[src/rtl/debug_pkg.sv]
// Shared opcodes, ACK codes, dump source selectors/lengths and the sequencer
// state/mode types for the UART debug sequencer.
package debug_pkg;

  localparam logic [7:0] CMD_DUMP_REGS  = 8'h01;
  localparam logic [7:0] CMD_DUMP_IFID  = 8'h02;
  localparam logic [7:0] CMD_DUMP_IDEX  = 8'h03;
  localparam logic [7:0] CMD_DUMP_EXMEM = 8'h04;
  localparam logic [7:0] CMD_DUMP_MEMWB = 8'h05;
  localparam logic [7:0] CMD_LOAD       = 8'h07;
  localparam logic [7:0] CMD_MODE_CONT  = 8'h08;
  localparam logic [7:0] CMD_MODE_STEP  = 8'h11;
  localparam logic [7:0] CMD_RUN        = 8'h0D;
  localparam logic [7:0] CMD_STEP       = 8'h0A;
  localparam logic [7:0] CMD_STOP       = 8'h0B;

  localparam logic [7:0] ACK_OK  = 8'h52;
  localparam logic [7:0] ACK_ERR = 8'h45;

  localparam logic [2:0] SEL_REGS  = 3'd1;
  localparam logic [2:0] SEL_IFID  = 3'd2;
  localparam logic [2:0] SEL_IDEX  = 3'd3;
  localparam logic [2:0] SEL_EXMEM = 3'd4;
  localparam logic [2:0] SEL_MEMWB = 3'd5;

  localparam logic [7:0] LEN_REGS  = 8'd128;
  localparam logic [7:0] LEN_IFID  = 8'd8;
  localparam logic [7:0] LEN_IDEX  = 8'd17;
  localparam logic [7:0] LEN_EXMEM = 8'd10;
  localparam logic [7:0] LEN_MEMWB = 8'd9;

  typedef enum logic [2:0] {
    ST_IDLE,
    ST_LOAD_CNT,
    ST_LOAD_BYTE,
    ST_LOAD_WR,
    ST_DUMP_TX,
    ST_DUMP_WAIT,
    ST_ACK_TX,
    ST_ACK_WAIT
  } state_e;

  typedef enum logic {
    MODE_CONT,
    MODE_STEP
  } mode_e;

  function automatic logic [7:0] dump_len(input logic [2:0] sel);
    case (sel)
      SEL_REGS:  dump_len = LEN_REGS;
      SEL_IFID:  dump_len = LEN_IFID;
      SEL_IDEX:  dump_len = LEN_IDEX;
      SEL_EXMEM: dump_len = LEN_EXMEM;
      SEL_MEMWB: dump_len = LEN_MEMWB;
      default:   dump_len = 8'd0;
    endcase
  endfunction

endpackage

[src/rtl/dump_serializer.sv]
// Walks the byte index of one dump source and runs the single-outstanding
// transmit handshake for each byte.
module dump_serializer (
  input  logic       clk_i,
  input  logic       rst_i,
  input  logic       start_i,
  input  logic [2:0] sel_i,
  input  logic       send_i,
  input  logic       tx_done_i,
  input  logic [7:0] dump_byte_i,
  output logic [2:0] dump_sel_o,
  output logic [7:0] dump_idx_o,
  output logic       tx_start_o,
  output logic [7:0] tx_data_o,
  output logic       next_o,
  output logic       done_o
);
  import debug_pkg::*;

  logic [2:0] sel_q, sel_d;
  logic [7:0] len_q, len_d;
  logic [7:0] idx_q, idx_d;
  logic [7:0] data_q, data_d;
  logic       pend_q, pend_d;
  logic       start_q, start_d;
  logic       advance;
  logic       last;

  assign advance = pend_q & tx_done_i;
  assign last    = (idx_q == (len_q - 8'd1));

  // A send request is ignored while a byte is still outstanding.
  always_comb begin
    sel_d   = sel_q;
    len_d   = len_q;
    idx_d   = idx_q;
    data_d  = data_q;
    pend_d  = pend_q;
    start_d = 1'b0;
    if (start_i) begin
      sel_d  = sel_i;
      len_d  = dump_len(sel_i);
      idx_d  = '0;
      pend_d = 1'b0;
    end else begin
      if (send_i && !pend_q) begin
        start_d = 1'b1;
        data_d  = dump_byte_i;
        pend_d  = 1'b1;
      end
      if (advance) begin
        pend_d = 1'b0;
        idx_d  = idx_q + 8'd1;
      end
    end
  end

  always_ff @(posedge clk_i) begin
    if (rst_i) begin
      sel_q   <= '0;
      len_q   <= '0;
      idx_q   <= '0;
      data_q  <= '0;
      pend_q  <= 1'b0;
      start_q <= 1'b0;
    end else begin
      sel_q   <= sel_d;
      len_q   <= len_d;
      idx_q   <= idx_d;
      data_q  <= data_d;
      pend_q  <= pend_d;
      start_q <= start_d;
    end
  end

  assign dump_sel_o = sel_q;
  assign dump_idx_o = idx_q;
  assign tx_start_o = start_q;
  assign tx_data_o  = data_q;
  assign next_o     = advance & ~last;
  assign done_o     = advance & last;

endmodule

[src/rtl/debug_sequencer.sv]
// UART-driven debug command sequencer: program load, pipeline run/step
// control and pipeline-state dumps, each answered by a one-byte ACK.
module debug_sequencer #(
  parameter int ADDR_WIDTH      = 6,
  parameter int MAX_INSTRUCTION = 64
) (
  input  logic                  i_clk,
  input  logic                  i_rst,
  input  logic [7:0]            i_rx_data,
  input  logic                  i_rx_valid,
  output logic [7:0]            o_tx_data,
  output logic                  o_tx_start,
  input  logic                  i_tx_done,
  output logic                  o_imem_we,
  output logic [ADDR_WIDTH-1:0] o_imem_addr,
  output logic [31:0]           o_imem_wdata,
  output logic                  o_cpu_rst,
  output logic                  o_cpu_en,
  output logic [2:0]            o_dump_sel,
  output logic [7:0]            o_dump_idx,
  input  logic [7:0]            i_dump_byte
);
  import debug_pkg::*;

  state_e      state_q, state_d;
  mode_e       mode_q, mode_d;
  logic        run_q, run_d;
  logic        step_q, step_d;
  logic        cpu_rst_q, cpu_rst_d;
  logic        ack_start_q, ack_start_d;
  logic        ack_owner_q, ack_owner_d;
  logic [7:0]  ack_data_q, ack_data_d;
  logic [7:0]  cnt_q, cnt_d;
  logic [7:0]  widx_q, widx_d;
  logic [1:0]  bidx_q, bidx_d;
  logic [31:0] word_q, word_d;

  logic        ser_start, ser_send, ser_next, ser_done, ser_tx_start;
  logic [7:0]  ser_tx_data;

  dump_serializer u_dump_serializer (
    .clk_i       (i_clk),
    .rst_i       (i_rst),
    .start_i     (ser_start),
    .sel_i       (i_rx_data[2:0]),
    .send_i      (ser_send),
    .tx_done_i   (i_tx_done),
    .dump_byte_i (i_dump_byte),
    .dump_sel_o  (o_dump_sel),
    .dump_idx_o  (o_dump_idx),
    .tx_start_o  (ser_tx_start),
    .tx_data_o   (ser_tx_data),
    .next_o      (ser_next),
    .done_o      (ser_done)
  );

  always_comb begin
    state_d     = state_q;
    mode_d      = mode_q;
    run_d       = run_q;
    step_d      = 1'b0;
    ack_start_d = 1'b0;
    ack_owner_d = ack_owner_q;
    ack_data_d  = ack_data_q;
    cnt_d       = cnt_q;
    widx_d      = widx_q;
    bidx_d      = bidx_q;
    word_d      = word_q;
    ser_start   = 1'b0;
    ser_send    = 1'b0;
    case (state_q)
      ST_IDLE: begin
        if (i_rx_valid) begin
          ack_data_d = ACK_OK;
          state_d    = ST_ACK_TX;
          case (i_rx_data)
            CMD_DUMP_REGS, CMD_DUMP_IFID, CMD_DUMP_IDEX,
            CMD_DUMP_EXMEM, CMD_DUMP_MEMWB: begin
              if (run_q && (mode_q == MODE_CONT)) begin
                ack_data_d = ACK_ERR;
              end else begin
                ser_start   = 1'b1;
                ack_owner_d = 1'b0;
                state_d     = ST_DUMP_TX;
              end
            end
            CMD_LOAD: begin
              run_d   = 1'b0;
              state_d = ST_LOAD_CNT;
            end
            CMD_MODE_CONT: begin
              mode_d = MODE_CONT;
              run_d  = 1'b0;
            end
            CMD_MODE_STEP: begin
              mode_d = MODE_STEP;
              run_d  = 1'b0;
            end
            CMD_RUN:  run_d = 1'b1;
            CMD_STEP: begin
              if (run_q && (mode_q == MODE_STEP)) step_d = 1'b1;
              else ack_data_d = ACK_ERR;
            end
            CMD_STOP: run_d = 1'b0;
            default:  ack_data_d = ACK_ERR;
          endcase
        end
      end
      ST_LOAD_CNT: begin
        if (i_rx_valid) begin
          if ((i_rx_data == 8'd0) || (int'(i_rx_data) > MAX_INSTRUCTION)) begin
            ack_data_d = ACK_ERR;
            state_d    = ST_ACK_TX;
          end else begin
            cnt_d   = i_rx_data;
            widx_d  = '0;
            bidx_d  = '0;
            state_d = ST_LOAD_BYTE;
          end
        end
      end
      ST_LOAD_BYTE: begin
        // Shifting in from the top leaves the first byte received in [7:0].
        if (i_rx_valid) begin
          word_d = {i_rx_data, word_q[31:8]};
          bidx_d = bidx_q + 2'd1;
          if (bidx_q == 2'd3) state_d = ST_LOAD_WR;
        end
      end
      ST_LOAD_WR: begin
        if (widx_q == (cnt_q - 8'd1)) begin
          ack_data_d = ACK_OK;
          state_d    = ST_ACK_TX;
        end else begin
          widx_d  = widx_q + 8'd1;
          state_d = ST_LOAD_BYTE;
        end
      end
      ST_DUMP_TX: begin
        ser_send = 1'b1;
        state_d  = ST_DUMP_WAIT;
      end
      ST_DUMP_WAIT: begin
        if (ser_done) begin
          ack_data_d = ACK_OK;
          state_d    = ST_ACK_TX;
        end else if (ser_next) begin
          state_d = ST_DUMP_TX;
        end
      end
      ST_ACK_TX: begin
        ack_start_d = 1'b1;
        ack_owner_d = 1'b1;
        state_d     = ST_ACK_WAIT;
      end
      ST_ACK_WAIT: begin
        if (i_tx_done) state_d = ST_IDLE;
      end
      default: state_d = ST_IDLE;
    endcase
    cpu_rst_d = (state_d == ST_LOAD_CNT) || (state_d == ST_LOAD_BYTE) ||
                (state_d == ST_LOAD_WR);
  end

  always_ff @(posedge i_clk) begin
    if (i_rst) begin
      state_q     <= ST_IDLE;
      mode_q      <= MODE_CONT;
      run_q       <= 1'b0;
      step_q      <= 1'b0;
      cpu_rst_q   <= 1'b1;
      ack_start_q <= 1'b0;
      ack_owner_q <= 1'b0;
      ack_data_q  <= '0;
      cnt_q       <= '0;
      widx_q      <= '0;
      bidx_q      <= '0;
      word_q      <= '0;
    end else begin
      state_q     <= state_d;
      mode_q      <= mode_d;
      run_q       <= run_d;
      step_q      <= step_d;
      cpu_rst_q   <= cpu_rst_d;
      ack_start_q <= ack_start_d;
      ack_owner_q <= ack_owner_d;
      ack_data_q  <= ack_data_d;
      cnt_q       <= cnt_d;
      widx_q      <= widx_d;
      bidx_q      <= bidx_d;
      word_q      <= word_d;
    end
  end

  assign o_tx_start   = ser_tx_start | ack_start_q;
  assign o_tx_data    = ack_owner_q ? ack_data_q : ser_tx_data;
  assign o_imem_we    = (state_q == ST_LOAD_WR);
  assign o_imem_addr  = ADDR_WIDTH'(widx_q);
  assign o_imem_wdata = word_q;
  assign o_cpu_rst    = cpu_rst_q;
  assign o_cpu_en     = step_q | (run_q & (mode_q == MODE_CONT));

endmodule

[config.mk]
export PLATFORM = sky130hd
export DESIGN_NAME = debug_sequencer
export DESIGN_NICKNAME = d
export VERILOG_FILES = /design/src/rtl/debug_pkg.sv /design/src/rtl/dump_serializer.sv /design/src/rtl/debug_sequencer.sv
export SDC_FILE = /design/constraint.sdc
export NUM_CORES = 1
export LEC_CHECK = 0
export CORE_ASPECT_RATIO = 0.7
export CORE_UTILIZATION = 23
export CTS_CLUSTER_SIZE = 40
export DETAILED_ROUTE_END_ITERATION = 8
export PLACE_DENSITY = 0.43
export SLEW_MARGIN = 10
export SYNTH_ARGS = -nofsm -noshare
export SYNTH_HDL_FRONTEND = slang
export SYNTH_SLANG_ARGS = --single-unit
[constraint.sdc]
create_clock -name i_clk -period 6.4 [get_ports i_clk]
set_input_delay 0.96 -clock i_clk [delete_from_list [all_inputs] [get_ports i_clk]]
set_output_delay 0.96 -clock i_clk [all_outputs]
set_load 0.01 [all_outputs]
==> metrics.txt, run 1 <==
outcome complete, but fails checks; failing checks design-rule violations; CTS Buf Count 9; Worst Tran Pin Value 1.145 ns; commonest non-fill, non-tap cell in the layout nand2_1; RSZ-0062 raised after global routing no; Placed Instances 822; Critical R2R Launch cnt_q[0]$_SDFFE_PP0P_; post-CTS sizing 0; Peak VDD IR 0.0001241 V; Setup Crit Path Kind in -> reg; final-report hold violation count 0; Slew Limit Fails 0; overall power 0.001629 W; dpl hpwl 8752 um; area post-placement 5230 um2; layout cell share with drive strength beyond 1 0.06146; setup slack after layout 2.902 ns; Required @ worst endpoint 6.67 ns; hold_sp u_dump_serializer.tx_data_o[3]$_SDFFE_PP0P_; Initial Util 0.2363; Top cell by count, worst path a211oi_1; Netlist cell types 64; max frequency 0.2859 GHz; r2r endpoint ack_data_q[2]$_SDFFE_PP0P_; full die area 19220 um2; die height 116.3 um; met1 usage 0.1967; Max FO, Critical Path 13; clk slew on worst S/H paths 0.07 ns; Synth Instances 540; WL per Instance 14.57 um; core area 18160 um2; IO buf count 80; post-route minimum period 3.498 ns; yosys warns 0; routability-driven placement congestion ratio 0.7894; via/cell ratio 4.560; clock sinks 88; Routed Antenna Nets 0; Worst EP arrival 3.77 ns; Final #Nets 623; #FFs+latches synth 88; P_leak 1.925 nW; max cap viols 0; 1st-iter DRT viols 237; GRT met2 Usage 0.1847; htree depth 3; antenna violations before repair 0; Root Driver clkbuf_16; Critical-path top delay cell a211oi_2; Overflow after GRT 0; drt first pass iters 6; Detailed Route WL 12210 um; hold buffers post-CTS 0; Mapped Area 4292 um2; reg2reg path depth 8; Hold Path End u_dump_serializer.tx_data_o[3]$_SDFFE_PP0P_; PwrDens 292.5 nW/um2; num rows 41; Syn Area/Cell 7.947 um2; Area growth syn-to-layout 29.80%; Max-slew headroom 0.2282; IO Pins 81; element type at the critical path end register; Die Wd 165.3 um; most used routing layer met1; Residual DRC 10; R2R setup slack 3.41 ns; setup TNS 0 ns; total number of vias 3821; asr flop ratio synth 0; worst path buffer plus inverter count 1; clock buffer depth 2; Final Setup Violations 0; final worst-path cycle share 0.5466; GRT Total Usage 0.1311; EDFF count, synth 0; delay-heaviest family, CP compound AO/OA/AOI/OAI gates; final instance area 5570 um2; CP Launch Type input port; most frequent cells in the layout nand2_1 (128), dfxtp_1 (88), clkdlybuf4s50_1 (79), a21oi_1 (62), nor2_1 (26); met3 Use GR 0.03089; TritonCTS clock tree built; Post-CTS Repair Setup Buffers 0; Clock Skews 0.009251 ns; WHS Path Cells 2; syn_nets 566; Skew-Pair Late Insertion Delay 0.34 ns; Post-Layout Cell Count 838; CP cell instances clkdlybuf4s50_1 -> nor3_1 -> nand4b_1 -> a211oi_2 -> a211oi_1 -> a211oi_1 -> mux2i_1; Antenna diodes 0; vias in the first global route 3638; CP max stage delay 0.78 ns; largest net degree at the start of global routing 74; first-pass GRT wire length 19380 um; HP Class reg -> reg; part of the Yosys area used for sequential elements 0.4105; Main synth FF type dfxtp_1; pre-CTS setup slack 2.579 ns
## cells in the mapped netlist, types with 10 or more instances
master	count	area, um2
nor2_1	26	97.59
a21oi_1	62	310.3
dfxtp_1	88	1762
mux2i_1	10	100.1
o21ai_0	10	50.05
nand3_1	13	65.06
nand2_1	128	480.5
clkbuf_1	22	82.58
xor2_1	13	113.9
xnor2_1	10	87.58
nor3_1	16	80.08
inv_1	16	60.06
## worst max path at each step
stage / depth (start not counted) / from / slack [ns] / endpoint
3_5_place_dp: 7 / i_rx_data[1] / 2.58 / widx_q[5]$_SDFFE_PP0P_
6_report: 7 / i_rx_data[2] / 2.90 / widx_q[5]$_SDFFE_PP0P_
4_1_cts: 7 / i_rx_data[1] / 2.92 / widx_q[5]$_SDFFE_PP0P_
5_1_grt: 7 / i_rx_data[2] / 2.57 / widx_q[5]$_SDFFE_PP0P_
2_1_floorplan: 7 / i_rx_data[4] / 3.91 / u_dump_serializer.len_q[1]$_SDFFE_PP0P_
3_3_place_gp: 7 / i_rx_data[2] / 2.78 / widx_q[5]$_SDFFE_PP0P_
## layout make-up
cell class / instances / area, um2
clock inverter: 5 / 87.58
fill: 1953 / 12590
inverter: 16 / 60.06
clock buffer: 11 / 252.7
multi-input combinational: 399 / 2295
timing repair buffer: 83 / 818.3
sequential: 88 / 1762
tap: 236 / 295.3
## cell families (layout without fill, tap and decap cells)
family / Yosys count / in the layout / share of synthesized area
compound gates: 109 / 109 / 0.1589
xor+xnor: 24 / 24 / 0.05248
fa+ha+maj: 6 / 6 / 0.01749
buf+inv: 53 / 115 / 0.05598
flops: 88 / 88 / 0.4105
mux: 11 / 11 / 0.02595
simple gates: 249 / 249 / 0.2787
## per-layer routing
| layer | wire length, um | vias to the layer above |
|---|---|---|
| met4 | 99 | 0 |
| met3 | 606 | 7 |
| li1 | - | 1958 |
| met5 | 0 | - |
| met1 | 6514 | 1785 |
| met2 | 4988 | 71 |
## report_power, final
part	switching, W	total, W	leakage [nW]	internal (W)
Clock	0.000229	0.000596	0.164	0.000367
Combinational	0.000209	0.000367	1.05	0.000158
Sequential	0.0000682	0.000666	0.712	0.000598
Total	0.000506	0.00163	1.92	0.00112
## sequential cells by signal, summed over array words and instances (netlist names), 2 cells and up
register,count
o_imem_wdata,32
cnt_q,8
u_dump_serializer.dump_idx_o,8
u_dump_serializer.tx_data_o,8
widx_q,8
u_dump_serializer.len_q,5
ack_data_q,3
state_q,3
u_dump_serializer.dump_sel_o,3
bidx_q,2
## through the flow
stage	hold slack (ns)	util
floorplan	0.4220	-
detailed placement	0.4428	0.2880
global route	0.4734	0.3067
CTS	0.4527	0.3067
finish	0.4548	0.3067
global placement	0.4400	0.2880
## worst register-to-register path, delay by kind of cell (launching register included)
kind / cells / cell delay [ns]
adders and majority gates: 1 / 0.27
AOI/OAI and AO/OA: 3 / 1.35
and+or+nand+nor: 3 / 0.74
buffers and inverters: 1 / 0.07
DFF: 1 / 0.45
No activity file was read; power rests on OpenSTA's default activity.
==> run 2: changes to the inputs <==
- clock period: 6.4 -> 3.6 ns (I/O delays scaled with it)
==> run 2 against run 1 <==
  * The flow still finishes with violations (design-rule violations)
  * Combinational power up 81%
  * Design area up 0.16%
  * Die area unchanged
==> metrics.txt, run 2 (synthesis results as in run 1) <==
Initial Util 0.2363 (unchanged); post-route minimum period 2.803 ns; met1 WL 6603 um (was 6514 um); drt first pass iters 7 (was 6); Largest register FFs 32 (unchanged); P_leak 1.938 nW (was 1.925 nW); 1st-iter DRT viols 249 (was 237); WHS Path Cells 2 (unchanged); commonest non-fill, non-tap cell in the layout nand2_1 (unchanged); first-pass GRT wire length 19810 um (was 19380 um); Placed Instances 825 (was 822); max frequency 0.3567 GHz; clock sinks 88 (unchanged); dpl hpwl 9110 um (was 8752 um); routability-driven placement congestion ratio 0.7741 (was 0.7894); HP Class reg -> reg (unchanged); Root Driver clkbuf_16 (unchanged); PwrDens 516.7 nW/um2 (was 292.5 nW/um2); via/cell ratio 4.554 (was 4.560); Worst Tran Pin Value 0.9516 ns (was 1.145 ns); IO buf count 80 (unchanged); RSZ-0062 raised after global routing no (unchanged); total number of vias 3830 (was 3821); Antenna diodes 0 (unchanged); Clock Skews 0.006802 ns (was 0.009251 ns); full die area 19220 um2 (unchanged); delay-heaviest family, CP buffers and inverters (was compound AO/OA/AOI/OAI gates); Post-Layout Cell Count 841 (was 838); Worst EP arrival 2.26 ns (was 3.77 ns); DR WL met3 695 um (was 606 um); Overflow after GRT 0 (unchanged); critical path launch point state_q[0]$_SDFF_PP0_ (was i_rx_data[2]); top sig layer met4 (unchanged); outcome complete, but fails checks (unchanged); overall power 0.002883 W (was 0.001629 W); Final #Nets 626 (was 623); Final Setup Violations 0 (unchanged); final worst-path cycle share 0.7787; CP cell instances inv_1 -> nor3_2 -> clkdlybuf4s50_1 (was clkdlybuf4s50_1 -> nor3_1 -> nand4b_1 -> a211oi_2 -> a211oi_1 -> a211oi_1 -> mux2i_1); max cap viols 0 (unchanged); Peak VDD IR 0.0001975 V (was 0.0001241 V); Max FO, Critical Path 12 (was 13); Critical R2R Launch cnt_q[0]$_SDFFE_PP0P_ (unchanged); WL per Instance 14.75 um (was 14.57 um); CP Launch Type register (was input port); Die Wd 165.3 um (unchanged); metal2 WL 4971 um (was 4988 um); largest net degree at the start of global routing 47 (was 74); clk slew on worst S/H paths 0.07 ns (about the same); Setup Crit Path Kind reg -> out (was in -> reg); stages on the worst setup path 3 (was 7); fin util 0.3072 (was 0.3067); Slew Limit Fails 0 (unchanged); worst path buffer plus inverter count 2 (was 1); IO Pins 81 (unchanged); Layout fillers 1963 (was 1953); reg2reg path depth 8 (unchanged); GRT Total Usage 0.1339 (was 0.1311); CTS Buf Count 9 (unchanged); element type at the critical path end primary output (was register); Area growth syn-to-layout 30.00% (was 29.80%); core area 18160 um2 (unchanged); hold buffers post-CTS 0 (unchanged); num rows 41 (unchanged); CP max stage delay 0.62 ns (was 0.78 ns); final-report hold violation count 0 (unchanged); R2R setup slack 0.97 ns (was 3.41 ns); Critical-path top delay cell clkdlybuf4s50_1 (was a211oi_2); Post-CTS Repair Setup Buffers 0 (unchanged); Max-slew headroom 0.3656 (was 0.2282); post-CTS sizing 0 (unchanged); failing checks design-rule violations (unchanged); Detailed Route WL 12400 um (was 12210 um); most frequent cells in the layout nand2_1 (128), dfxtp_1 (88), clkdlybuf4s50_1 (79), a21oi_1 (62), nor2_1 (26) (unchanged); vias in the first global route 3635 (was 3638); r2r endpoint ack_data_q[4]$_SDFFE_PP0P_ (was ack_data_q[2]$_SDFFE_PP0P_); setup TNS 0 ns (unchanged); Required @ worst endpoint 3.06 ns (was 6.67 ns); final hold slack 0.4490 ns (was 0.4548 ns); Routed Antenna Nets 0 (unchanged); Setup crit end o_imem_we (was widx_q[5]$_SDFFE_PP0P_); antenna violations before repair 0 (unchanged); htree depth 3 (unchanged); Residual DRC 10 (unchanged); layout cell share with drive strength beyond 1 0.06777 (was 0.06146); die height 116.3 um (unchanged); Skew-Pair Late Insertion Delay 0.34 ns (about the same); TritonCTS clock tree built (unchanged); clock buffer depth 2 (unchanged)
run 2: changes by cell type in the layout (fill, tap and decap cells not counted):
cell	previous run	this run
buf_4	3	6
clkbuf_8	2	0
clkinv_2	0	1
clkinvlp_4	1	0
inv_6	0	3
inv_8	1	0
or3_1	9	8
or3_2	0	1
run 2: layout make-up:
cell class,count,area (um2),area share
Clock buffer,9,225.2,0.04037
Multi-Input combinational cell,399,2296,0.4115
Inverter,16,60.06,0.01076
Sequential cell,88,1762,0.3158
Tap cell,236,295.3,0.05293
Timing Repair Buffer,86,840.8,0.1507
Clock inverter,7,100.1,0.01794
run 2: worst min-delay path by stage:
stage,startpoint,endpoint,slack (ns)
after detailed placement,ack_data_q[6]$_SDFFE_PP0P_,ack_data_q[6]$_SDFFE_PP0P_,0.44
final,ack_data_q[6]$_SDFFE_PP0P_,ack_data_q[6]$_SDFFE_PP0P_,0.45
after CTS,ack_data_q[6]$_SDFFE_PP0P_,ack_data_q[6]$_SDFFE_PP0P_,0.45
after global routing,u_dump_serializer.tx_data_o[6]$_SDFFE_PP0P_,u_dump_serializer.tx_data_o[6]$_SDFFE_PP0P_,0.47
after global placement,ack_data_q[6]$_SDFFE_PP0P_,ack_data_q[6]$_SDFFE_PP0P_,0.43
after floorplan,ack_data_q[6]$_SDFFE_PP0P_,ack_data_q[6]$_SDFFE_PP0P_,0.42
run 2: stage by stage:
step,setup WS [ns],instance area (um2)
final,0.7965,5579
after global routing,0.6097,5579
after CTS,0.7436,5578
after detailed placement,0.4793,5253
after global placement,0.6144,5253
after floorplan,1.404,4292
run 2: metal layers:
layer / global-route usage / up-vias
met4: 0.03547 / 0
met1: 0.2017 / 1781
met3: 0.03089 / 13
met2: 0.1872 / 75
met5: 0 / -
li1: - / 1961
run 2: report_power, final:
group / internal, W / total, W / leakage (nW) / switching, W
clock network: 0.000616 / 0.00104 / 0.161 / 0.000419
registers: 0.00106 / 0.00118 / 0.712 / 0.000122
logic: 0.000284 / 0.000663 / 1.06 / 0.000378
total: 0.00196 / 0.00288 / 1.94 / 0.000920
run 2: tightest hold or removal path: cells and delay by family, from the launching register on:
family,cells,cell delay (ns)
AOI/OAI and AO/OA,1,0.05
buffers and inverters,1,0.05
DFF,1,0.31
==> RTL change, RTL diff (config.mk and constraints of run 2) <==
Make the reset (`i_rst` and `rst_i`) asynchronous in 2 clocked blocks.
--- a/src/rtl/dump_serializer.sv
+++ b/src/rtl/dump_serializer.sv
@@ -56,5 +56,5 @@
   end
 
-  always_ff @(posedge clk_i) begin
+  always_ff @(posedge clk_i or posedge rst_i) begin
     if (rst_i) begin
       sel_q   <= '0;
--- a/src/rtl/debug_sequencer.sv
+++ b/src/rtl/debug_sequencer.sv
@@ -163,5 +163,5 @@
   end
 
-  always_ff @(posedge i_clk) begin
+  always_ff @(posedge i_clk or posedge i_rst) begin
     if (i_rst) begin
       state_q     <= ST_IDLE;
Behaviour: differs if i_rst is asserted again (counterexample within 4 cycles, from zero or initial values and one cycle with i_rst high); with i_rst held inactive, the same outputs for 10 cycles.
==> RTL change against run 2 <==
Setup slack worse by 0.067 ns. Register-to-register slack worse by 0.24 ns. Cell area grew 6.3%. Sequential cell count did not move. Count of clock-buffer cells in the layout grew 1. Routed wire length down 2.1%. Final cell count grew 0.48%. Area after synthesis is 5.6% higher.
Power is not compared: it rests on default switching activity, and its combinational part moved more than twofold at a synthesized area within 25%.
==> RTL change: results (changes against run 2) <==
Status
  – Status: finished clean (was finished with violations)

Detailed routing
  – Via count: 3676 (was 3830)
  – Via-per-instance ratio: 4.35 (was 4.55)
  – Iter 0 DRT Violations: 274 (was 249)
  – First-pass detailed-route iteration total: 4 (was 7)
  – Final wirelength: 12100 um (was 12400 um)

Worst hold path
  – Type of the most critical hold path: register to register (unchanged)
  – Hold Path Origin: o_imem_wdata[0] (was ack_data_q[6])
  – Worst Hold End: o_imem_wdata[0] (was ack_data_q[6])
  – Hold Crit Depth: 2 (unchanged)

Logic synthesis
  – Most area-consuming cells after synthesis: dfrtp_1, nand2_1, xnor2_1 (was dfxtp_1, nand2_1, a21oi_1)
  – Post-synthesis xor/xnor area fraction: 0.0464 (was 0.0525)
  – Post-synth cell types: 60 (was 64)
  – Ys Warns: 0 (unchanged)
  – Post-synthesis adder-cell area fraction: 0.0193 (was 0.0175)
  – FFs w/ async S/R, synth: 1.00 (was 0)
  – Synthesized net count: 531 (was 566)
  – Compound-Gate Fraction of Synth Area: 0.0969 (was 0.159)
  – Multiplexer share of the synthesized area: 0.0475 (was 0.0259)
  – Sequential fraction of the synthesis area: 0.486 (was 0.410)
  – Post-Syn Area per Cell: 8.99 um^2 (was 7.95 um^2)
  – Synth top cells by count: nand2_1, dfrtp_1, nor2_1 (was nand2_1, dfxtp_1, a21oi_1)
  – Ys flop type: dfrtp_1 (was dfxtp_1)

Power and ir drop
  – VDD IR-drop max: 0.347 mV
  – P_sw: roughly 1.6 mW
  – P_leak: 2.62 nW

Critical path
  – Setup slack, reg-to-reg: 0.73 ns (was 0.97 ns)
  – FF-to-FF Start: cnt_q[0] (unchanged)
  – CP Class: register to register (was register to primary output)
  – CP endpoint: ack_data_q[2] (was o_imem_we)
  – Worst EP arrival: 3.10 ns (was 2.26 ns)
  – CP Max Fanout: 6 (was 12)

Cells and area
  – Final nets: 603 (was 626)
  – Fillcell total: 1994 (was 1963)
  – Layout cells sized above 1: 0.0912 (was 0.0678)
  – Finished layout cell area: 5930 um^2 (was 5580 um^2)
  – Max FFs per register: 32 (unchanged)

Place
  – Post-DP HPWL: 8750 um (was 9110 um)
  – Inst Count DP: 829 (was 825)
  – Routability cong.: 0.769 (was 0.774)
  – Placed Area: 5600 um^2 (was 5250 um^2)
  – Pre-CTS WS: 0.508 ns (was 0.479 ns)
  – Buffers added on ports: 80 (unchanged)

Clock network
  – Post-CTS sizing: 0 (unchanged)
  – Clock-pin slew on the worst setup and hold paths: 0.07 ns (about the same)
  – Setup Buffers After CTS: 0 (unchanged)
  – CTS Buffer Depth: 2 (unchanged)
  – Total CTS buffers: 9 (unchanged)
  – CTS H-tree lvls: 3 (unchanged)
  – Worst skew pair latency: 0.35 ns

Global route
  – Global-route wire length before repair: 20300 um (was 19800 um)
  – Total Routing Usage GR: 0.129 (was 0.134)
  – Largest net degree at the start of global routing: 37 (was 47)

STA
  – Min cycle time layout: 2.87 ns (was 2.80 ns)
  – Final Skew: 0.00696 ns (was 0.00680 ns)
  – Slew margin rel.: 0.409 (was 0.366)
  – WHS: 0.476 ns (was 0.449 ns)
RTL change: cell types whose count changed in the layout (fill, tap and decap cells not counted), sizes merged, moves of 6 or more:
cell,delta
xnor2,+7
o21ai,+10
or3,-7
nand2,+15
mux2,+11
nor3,-15
dfrtp,+87
dfxtp,-88
a21oi,-47
xor2,-6
RTL change: cells by family (layout without fill, tap and decap cells):
family / Yosys count / after routing
AND/OR/NAND/NOR: 250 / 250
flip-flops: 88 / 88
AO/OA/AOI/OAI: 65 / 65
buffers and inverters: 50 / 127
XOR/XNOR: 24 / 24
multiplexers: 20 / 20
adder cells (fa/ha/maj): 7 / 7
RTL change: worst max-delay path: stages (launching register included):
cell and delay, ns:
dfrtp_1 0.45, inv_1 0.09, ha_1 0.18, or3b_4 0.40, or4_4 0.43, a2111oi_4 0.43
a311oi_2 0.21, a21oi_2 0.21, mux2_1 0.34
RTL change: per-layer routing:
metal  global-route usage  vias to the layer above  wire length, um
met5                    0                        -                0
met4               0.0422                        0              133
met3               0.0359                       10              615
met2                0.174                       82             4780
met1                0.194                     1757             6610
li1                     -                     1827                -
RTL change: power groups by stage:
stage | combinational, mW | sequential [mW] | clock, mW
after floorplan | 0.923 | 1.65 | 0
after global placement | 1.61 | 1.68 | 0
after detailed placement | 1.63 | 1.68 | 0
after CTS | 1.64 | 1.67 | 1.09
after global routing | 1.80 | 1.73 | 1.14
final | 1.62 | 1.67 | 1.06
RTL change: area by class of cell:
class | count | area share
clock inverters | 6 | 0.0165
flip-flops and latches | 88 | 0.372
multi-input cells | 366 | 0.357
repair buffers | 90 | 0.148
clock buffers | 10 | 0.0386
inverters | 21 | 0.0135
well taps | 264 | 0.0557
